$ cat src/rtl/instr_sequencer.sv
// instr_sequencer: multi-cycle fetch/load/execute sequencer for the 4-bit-opcode accumulator micro
module instr_sequencer #(
    parameter int WAIT_MAX = 8,
    parameter int CNT_W    = 16
) (
    input  logic             clk,
    input  logic             CLB,
    input  logic             start,
    input  logic             step_mode,
    input  logic             step,
    input  logic             imem_ready,
    input  logic [3:0]       Opcode,
    input  logic             Z,
    input  logic             C,
    output logic             imem_req,
    output logic             LoadIR,
    output logic             IncPC,
    output logic             SelPC,
    output logic             LoadPC,
    output logic             LoadReg,
    output logic             LoadAcc,
    output logic [1:0]       SelAcc,
    output logic [3:0]       SelALU,
    output logic             busy,
    output logic             halted,
    output logic             fault,
    output logic [CNT_W-1:0] instr_count
);
    localparam int WW = $clog2(WAIT_MAX + 1);

    typedef enum logic [2:0] {IDLE, FETCH, LOAD, EXEC, HALT, FAULT} state_t;

    state_t           state_q, state_d;
    logic [WW-1:0]    wait_q, wait_d, wait_inc;
    logic [CNT_W-1:0] cnt_q, cnt_d;

    // State, fetch-wait counter and retired-instruction counter; reset aborts anything in flight
    always_ff @(posedge clk or negedge CLB) begin
        if (!CLB) begin
            state_q <= IDLE;
            wait_q  <= '0;
            cnt_q   <= '0;
        end else begin
            state_q <= state_d;
            wait_q  <= wait_d;
            cnt_q   <= cnt_d;
        end
    end

    // Next state; the wait counter only runs while FETCH is stalled, and ready beats the limit
    always_comb begin
        state_d  = state_q;
        wait_inc = wait_q + WW'(1);
        wait_d   = '0;
        cnt_d    = cnt_q;
        case (state_q)
            IDLE:    if (step_mode ? step : start) state_d = FETCH;
            FETCH: begin
                if (imem_ready) state_d = LOAD;
                else begin
                    wait_d = wait_inc;
                    if (wait_inc == WW'(WAIT_MAX)) state_d = FAULT;
                end
            end
            LOAD:    state_d = EXEC;
            EXEC: begin
                cnt_d   = cnt_q + CNT_W'(1);
                state_d = (Opcode == 4'hF) ? HALT : step_mode ? IDLE : FETCH;
            end
            default: state_d = state_q;
        endcase
    end

    // Moore strobes; EXEC decodes the opcode and flags into datapath controls
    always_comb begin
        imem_req = state_q == FETCH;
        LoadIR   = state_q == LOAD;
        busy     = state_q == FETCH || state_q == LOAD || state_q == EXEC;
        halted   = state_q == HALT;
        fault    = state_q == FAULT;
        IncPC    = 1'b0;
        SelPC    = 1'b0;
        LoadPC   = 1'b0;
        LoadReg  = 1'b0;
        LoadAcc  = 1'b0;
        SelAcc   = 2'b00;
        SelALU   = 4'b0000;
        if (state_q == EXEC) begin
            case (Opcode)
                4'h1: begin SelALU = 4'b1000; LoadAcc = 1'b1; IncPC = 1'b1; end
                4'h2: begin SelALU = 4'b1100; LoadAcc = 1'b1; IncPC = 1'b1; end
                4'h3: begin SelALU = 4'b0100; LoadAcc = 1'b1; IncPC = 1'b1; end
                4'hB: begin SelALU = 4'b0001; LoadAcc = 1'b1; IncPC = 1'b1; end
                4'hC: begin SelALU = 4'b0011; LoadAcc = 1'b1; IncPC = 1'b1; end
                4'h4: begin SelAcc = 2'b01; LoadAcc = 1'b1; IncPC = 1'b1; end
                4'h5: begin LoadReg = 1'b1; IncPC = 1'b1; end
                4'hD: begin SelAcc = 2'b10; LoadAcc = 1'b1; IncPC = 1'b1; end
                4'h6: begin LoadPC = Z; SelPC = Z; IncPC = !Z; end
                4'h7: begin LoadPC = Z; IncPC = !Z; end
                4'h8: begin LoadPC = C; SelPC = C; IncPC = !C; end
                4'hA: begin LoadPC = C; IncPC = !C; end
                4'hF: IncPC = 1'b0;
                default: IncPC = 1'b1;
            endcase
        end
    end

    assign instr_count = cnt_q;
endmodule

$ cat config.mk
export PLATFORM = sky130hd
export DESIGN_NAME = instr_sequencer
export DESIGN_NICKNAME = d
export VERILOG_FILES = /design/src/rtl/instr_sequencer.sv
export SDC_FILE = /design/constraint.sdc
export NUM_CORES = 1
export LEC_CHECK = 0
export ABC_CLOCK_PERIOD_IN_PS = 2000
export BUFFER_PORTS_ARGS = -buffer_cell sky130_fd_sc_hd__clkbuf_2
export CAP_MARGIN = 30
export CORE_AREA = 10 10 78 80
export DETAILED_ROUTE_END_ITERATION = 6
export DIE_AREA = 0 0 88 90
export SETUP_SLACK_MARGIN = 0.3
export SLEW_MARGIN = 20
export SYNTH_ARGS = -nofsm -noshare
export SYNTH_HDL_FRONTEND = slang
export SYNTH_SLANG_ARGS = --single-unit
export TNS_END_PERCENT = 5
$ cat constraint.sdc
create_clock -name clk -period 2 [get_ports clk]
set_input_delay 0.2 -clock clk [delete_from_list [all_inputs] [get_ports clk]]
set_output_delay 0.2 -clock clk [all_outputs]
set_load 0.05 [all_outputs]
Word level (Yosys, flattened, before mapping)
Cells that the tools add are included.
{"block": "totals", "register_bits": 23, "input_bits": 12, "wordCells": 59}
{"block": "classes", "n_addsub": 2, "n_eq_ne": 21, "n_mux": 23, "reduce_logical": 10}
{"operator": "$eq 4x4->1 const B", "n": 7}
{"operator": "$pmux 4 s5", "n": 1}
{"operator": "$add 16x1->16 const B", "n": 1}
{"operator": "$eq 4x3->1 const B", "n": 4}
{"operator": "$mux 3", "n": 4}
{"operator": "$mux 4", "n": 3}
{"operator": "$pmux 3 s4", "n": 1}
{"operator": "$mux 1", "n": 9}
{"operator": "$eq 4x2->1 const B", "n": 2}
{"operator": "$reduce_or 7->1", "n": 1}
{"operator": "$eq 3x2->1 const B", "n": 2}
{"operator": "$eq 3x3->1 const B", "n": 2}
{"operator": "$add 4x1->4 const B", "n": 1}
{"operator": "$eq 4x1->1 const B", "n": 1}
{"operator": "$pmux 1 s2", "n": 2}
{"operator": "$pmux 2 s2", "n": 1}
{"operator": "$reduce_bool 4->1", "n": 1}
{"operator": "$reduce_or 2->1", "n": 2}
{"operator": "$eq 3x1->1 const B", "n": 1}
{"operator": "$logic_not 3->1", "n": 1}
{"operator": "$ne 3x2->1 const B", "n": 1}
{"operator": "$pmux 1 s3", "n": 1}
{"operator": "$reduce_and 3->1", "n": 1}
{"operator": "$logic_not 1->1", "n": 2}
{"operator": "other kinds (3)", "n": 4}

Longest topological paths before layout
{"block": "depth", "word_depth": 5, "depth_mapped": 6, "mapped_depth_nobuf": 5}

Least setup slack after synthesis
Ideal clock, no wire load.
{"block": "synth_path", "path_kind": "flip-flop to output port", "from": "register state_q[2]", "to": "output port SelALU[2]", "t_arrival_ns": 2.551, "required_time_ns": 1.800, "setup_slack_ns": -0.751, "path_stages_with_launch": 6, "n_path_buf": 2, "cell_sequence": "dfrtp_1 > buf_6 > and2b_2 > nand2_1 > buf_2 > nor4b_1"}
{"block": "synth_between", "elab_chain_len": 2}
{"item": "start: declaration", "line": "33", "text": "state_t state_q, state_d;"}
{"item": "start signal: assignment", "line": "44", "text": "state_q <= state_d;"}
{"item": "$eq 3x2->1", "line": "88", "text": "if (state_q == EXEC) begin"}
{"item": "$mux 4", "line": "88"}
{"item": "end: declaration", "line": "23", "text": "output logic [3:0] SelALU,"}
Every way passes these cells.

Worst setup path after layout
{"block": "layout_path", "from": "register state_q[2]", "to": "output port SelALU[3]"}
The elaborated chain is that of the path after synthesis.

==> impl_metrics.json <==
{
  "clk_latency_ns": 0.26,
  "place.gp.congestion": 0.7496,
  "crit_required_ns": 1.80,
  "clk_pin_slew_ns": 0.08,
  "final-seq-area_um2": 579.3,
  "cts_max_path_buffers": 2,
  "seq_area_frac_synth": 0.4319,
  "peakVddDrop_uv": 574.6,
  "synth_edf_count": 0,
  "vias_per_cell": 4.811,
  "critPathMaxStageDelay_ns": 0.41,
  "status": "completed",
  "initial_core_util": 0.2898,
  "wl_um": 3309,
  "worstPathMaxFanout": 6,
  "final-setup-viol-count": 0,
  "synthToLayoutAreaGrowth_pct": 40.85,
  "place_area_um2": 1660,
  "synth_area_leaders": "dfrtp_1 43%, xnor2_1 7.9%, nand2_1 5.4%",
  "vias": 1145,
  "grt_pass1_wl_um": 5651,
  "clock_skew_ns": 0.005448,
  "timing.final.crit_share": 0.9030,
  "cts_buffers": 3,
  "p_leak_nw": 0.9066,
  "pwr-share-comb": 0.502,
  "syn_area_per_cell_um2": 9.518,
  "hold_ws_ns": 0.1808,
  "fin_tns_setup_ns": 0,
  "root_buffer": "clkbuf_8",
  "switching_power_uw": 901.7,
  "sequentialPowerShare": 0.348,
  "drc_errors": 0,
  "fin_cells": 238,
  "synth_flop_cell": "dfrtp_1",
  "power_density_nw_per_um2": 1013,
  "grt-ovfl-total": 0,
  "syn_area_um2": 1333,
  "fin_area_um2": 1877,
  "hold_path_class": "input pin to flip-flop",
  "swShare": 0.4742,
  "portBuffers": 43,
  "first_global_vias": 1189,
  "critPathTopFamily": "simple AND/OR/NAND/NOR gates",
  "cp.arrival_ns": 1.61,
  "fmax_ghz": 0.5537,
  "crit_path_end_kind": "output pin",
  "ys_ff_latch": 23,
  "path_cells": "and2b_2, nand2_4, buf_12, nor4_4, clkbuf_8",
  "cp_num_buf_inv": 2,
  "synth_top_area_frac": 0.4319,
  "drv_cap": 0,
  "syn_inst": 140,
  "ant_nets": 0,
  "synth_area_leader_cell": "dfrtp_1",
  "dieHeight_um": 90,
  "async_reset_ff_frac": 1.000,
  "cp_slowest_cell": "dfrtp_2",
  "antenna_found_initial": 0,
  "multiInputGateArea_um2": 809.5,
  "initialDrtViolationCount": 63,
  "num_rows": 25,
  "die_width_um": 88,
  "die_area_um2": 7920,
  "diodes": 0,
  "slew_headroom": 0.6217,
  "htree_num_levels": 1,
  "yosysUniqueCellTypes": 42,
  "power.internal_uw": 1000,
  "rsz0062_at_grt": "true",
  "crit_type": "flip-flop to output pin",
  "period_needed_ns": 1.806,
  "syn_nets": 154,
  "routedWlPerCell_um": 13.90,
  "finalHoldViolCount": 0,
  "cts_tree": "yes",
  "p_clk_frac": 0.150,
  "drv_slew": 0,
  "dp_cells": 230,
  "fillers": 453,
  "clock_sinks": 23,
  "start_kind": "flip-flop",
  "fin_nets": 199,
  "gr-usage-all-layers": 0.08561,
  "coreArea_um2": 4598,
  "grt_max_degree": 24,
  "dp.final_hpwl_um": 2489,
  "worstMarginPinSlew_ns": 0.5674,
  "yosysWarnings": 0,
  "io_pins": 44,
  "layout-drive-gt1-share": 0.4185,
  "drt_pre_antenna_iters": 4
}
## cells in the mapped netlist, types with 2 or more instances
cell       n
nor3b_1    2
inv_1      2
ha_1       2
o21ai_0    2
nand2_1   19
nand4_1    4
clkbuf_1   4
nor4_1     2
nand3_1    4
nor4b_1    3
nor2b_1    4
xor2_1     7
and3_1     4
xnor2_1   12
nor3_1     5
dfrtp_1   23
and3_2     3
o31ai_1    3
o22ai_1    2
nor2_1    10
buf_6      2
## power by group through the flow
stage / Clock, mW / Combinational [mW] / Sequential [mW]
2_1_floorplan: 0 / 0.600 / 0.748
3_3_place_gp: 0 / 0.831 / 0.675
3_5_place_dp: 0 / 0.831 / 0.676
4_1_cts: 0.296 / 0.965 / 0.661
5_1_grt: 0.314 / 1.03 / 0.676
6_report: 0.286 / 0.955 / 0.661
## registers in the layout (all words and copies together), names as in the netlist
signal       cells
state_q          3
wait_q           4
instr_count     16
## final timing paths
kind                                             start                          end  slack, ns  cells after the start
setup reg to reg            instr_count[0]$_DFFE_PN0P_   instr_count[8]$_DFFE_PN0P_       0.47                      5
max in group asynchronous                          CLB       state_q[0]$_DFFE_PN0P_       1.14                      2
hold reg to reg            instr_count[15]$_DFFE_PN0P_  instr_count[15]$_DFFE_PN0P_       0.47                      1
hold / removal                              imem_ready       state_q[1]$_DFFE_PN0P_       0.18                      3
setup / recovery                state_q[2]$_DFFE_PN0P_                    SelALU[3]       0.19                      5
min in group asynchronous                          CLB          wait_q[1]$_DFF_PN0_       0.46                      2
## per-layer routing
metal,part of all wire,GRT usage,vias to the layer above
met3,0.12,0.04152,4
met2,0.42,0.1262,42
met4,0.015,0.03590,0
met5,0,0,-
li1,-,-,569
met1,0.44,0.1023,530
## through the flow
step | total power, mW | setup slack [ns] | util
floorplan | 1.348 | 0.04646 | -
global placement | 1.506 | 0.2509 | 0.3611
finish | 1.902 | 0.1940 | 0.4082
CTS | 1.923 | 0.2039 | 0.4073
detailed placement | 1.507 | 0.2312 | 0.3611
global route | 2.019 | 0.1391 | 0.4082
## placed cells by master (no fill, tap or decap), types with 4 or more instances in the layout
cell,count
xnor2_1,12
xor2_1,7
clkbuf_2,33
nand4_1,4
nand3_1,4
clkbuf_8,8
nor2_1,10
and3_1,4
nand2_1,18
dfrtp_1,20
nor2b_1,4
## cell families after synthesis
group,count (synthesis),synth area share
compound gates,12,0.06010
xor+xnor,19,0.1249
fa+ha+maj,2,0.01878
buf+inv,11,0.04694
flops,23,0.4319
mux,1,0.008450
simple gates,72,0.3089
## final cells by class
cell class,instances,share of cell area
sequential,23,0.3087
tap,54,0.03600
multi-input combinational,106,0.4313
clock inverter,1,0.002667
clock buffer,3,0.02200
inverter,2,0.004000
timing repair buffer,49,0.1953
## what timing repair did
| item | 4_1_cts | 5_1_grt |
|---|---|---|
| resized for setup | 29 | 3 |
| endpoints found under the hold margin | 23 | 0 |
| pin swaps | 3 | 0 |
| endpoints found under the setup margin | 11 | 12 |
| hold buffers | 1 | 0 |
| cloned | 1 | 0 |
| buffers inserted | 2 | 0 |
## worst reg2reg max path, stage by stage, from the launching register on
cell and delay (ns):
dfrtp_1 0.42, ha_1 0.24, and3_1 0.18, and3_2 0.24, and4_1 0.21, xor2_1 0.13
Note: power is estimated with default switching activity, not from simulation.
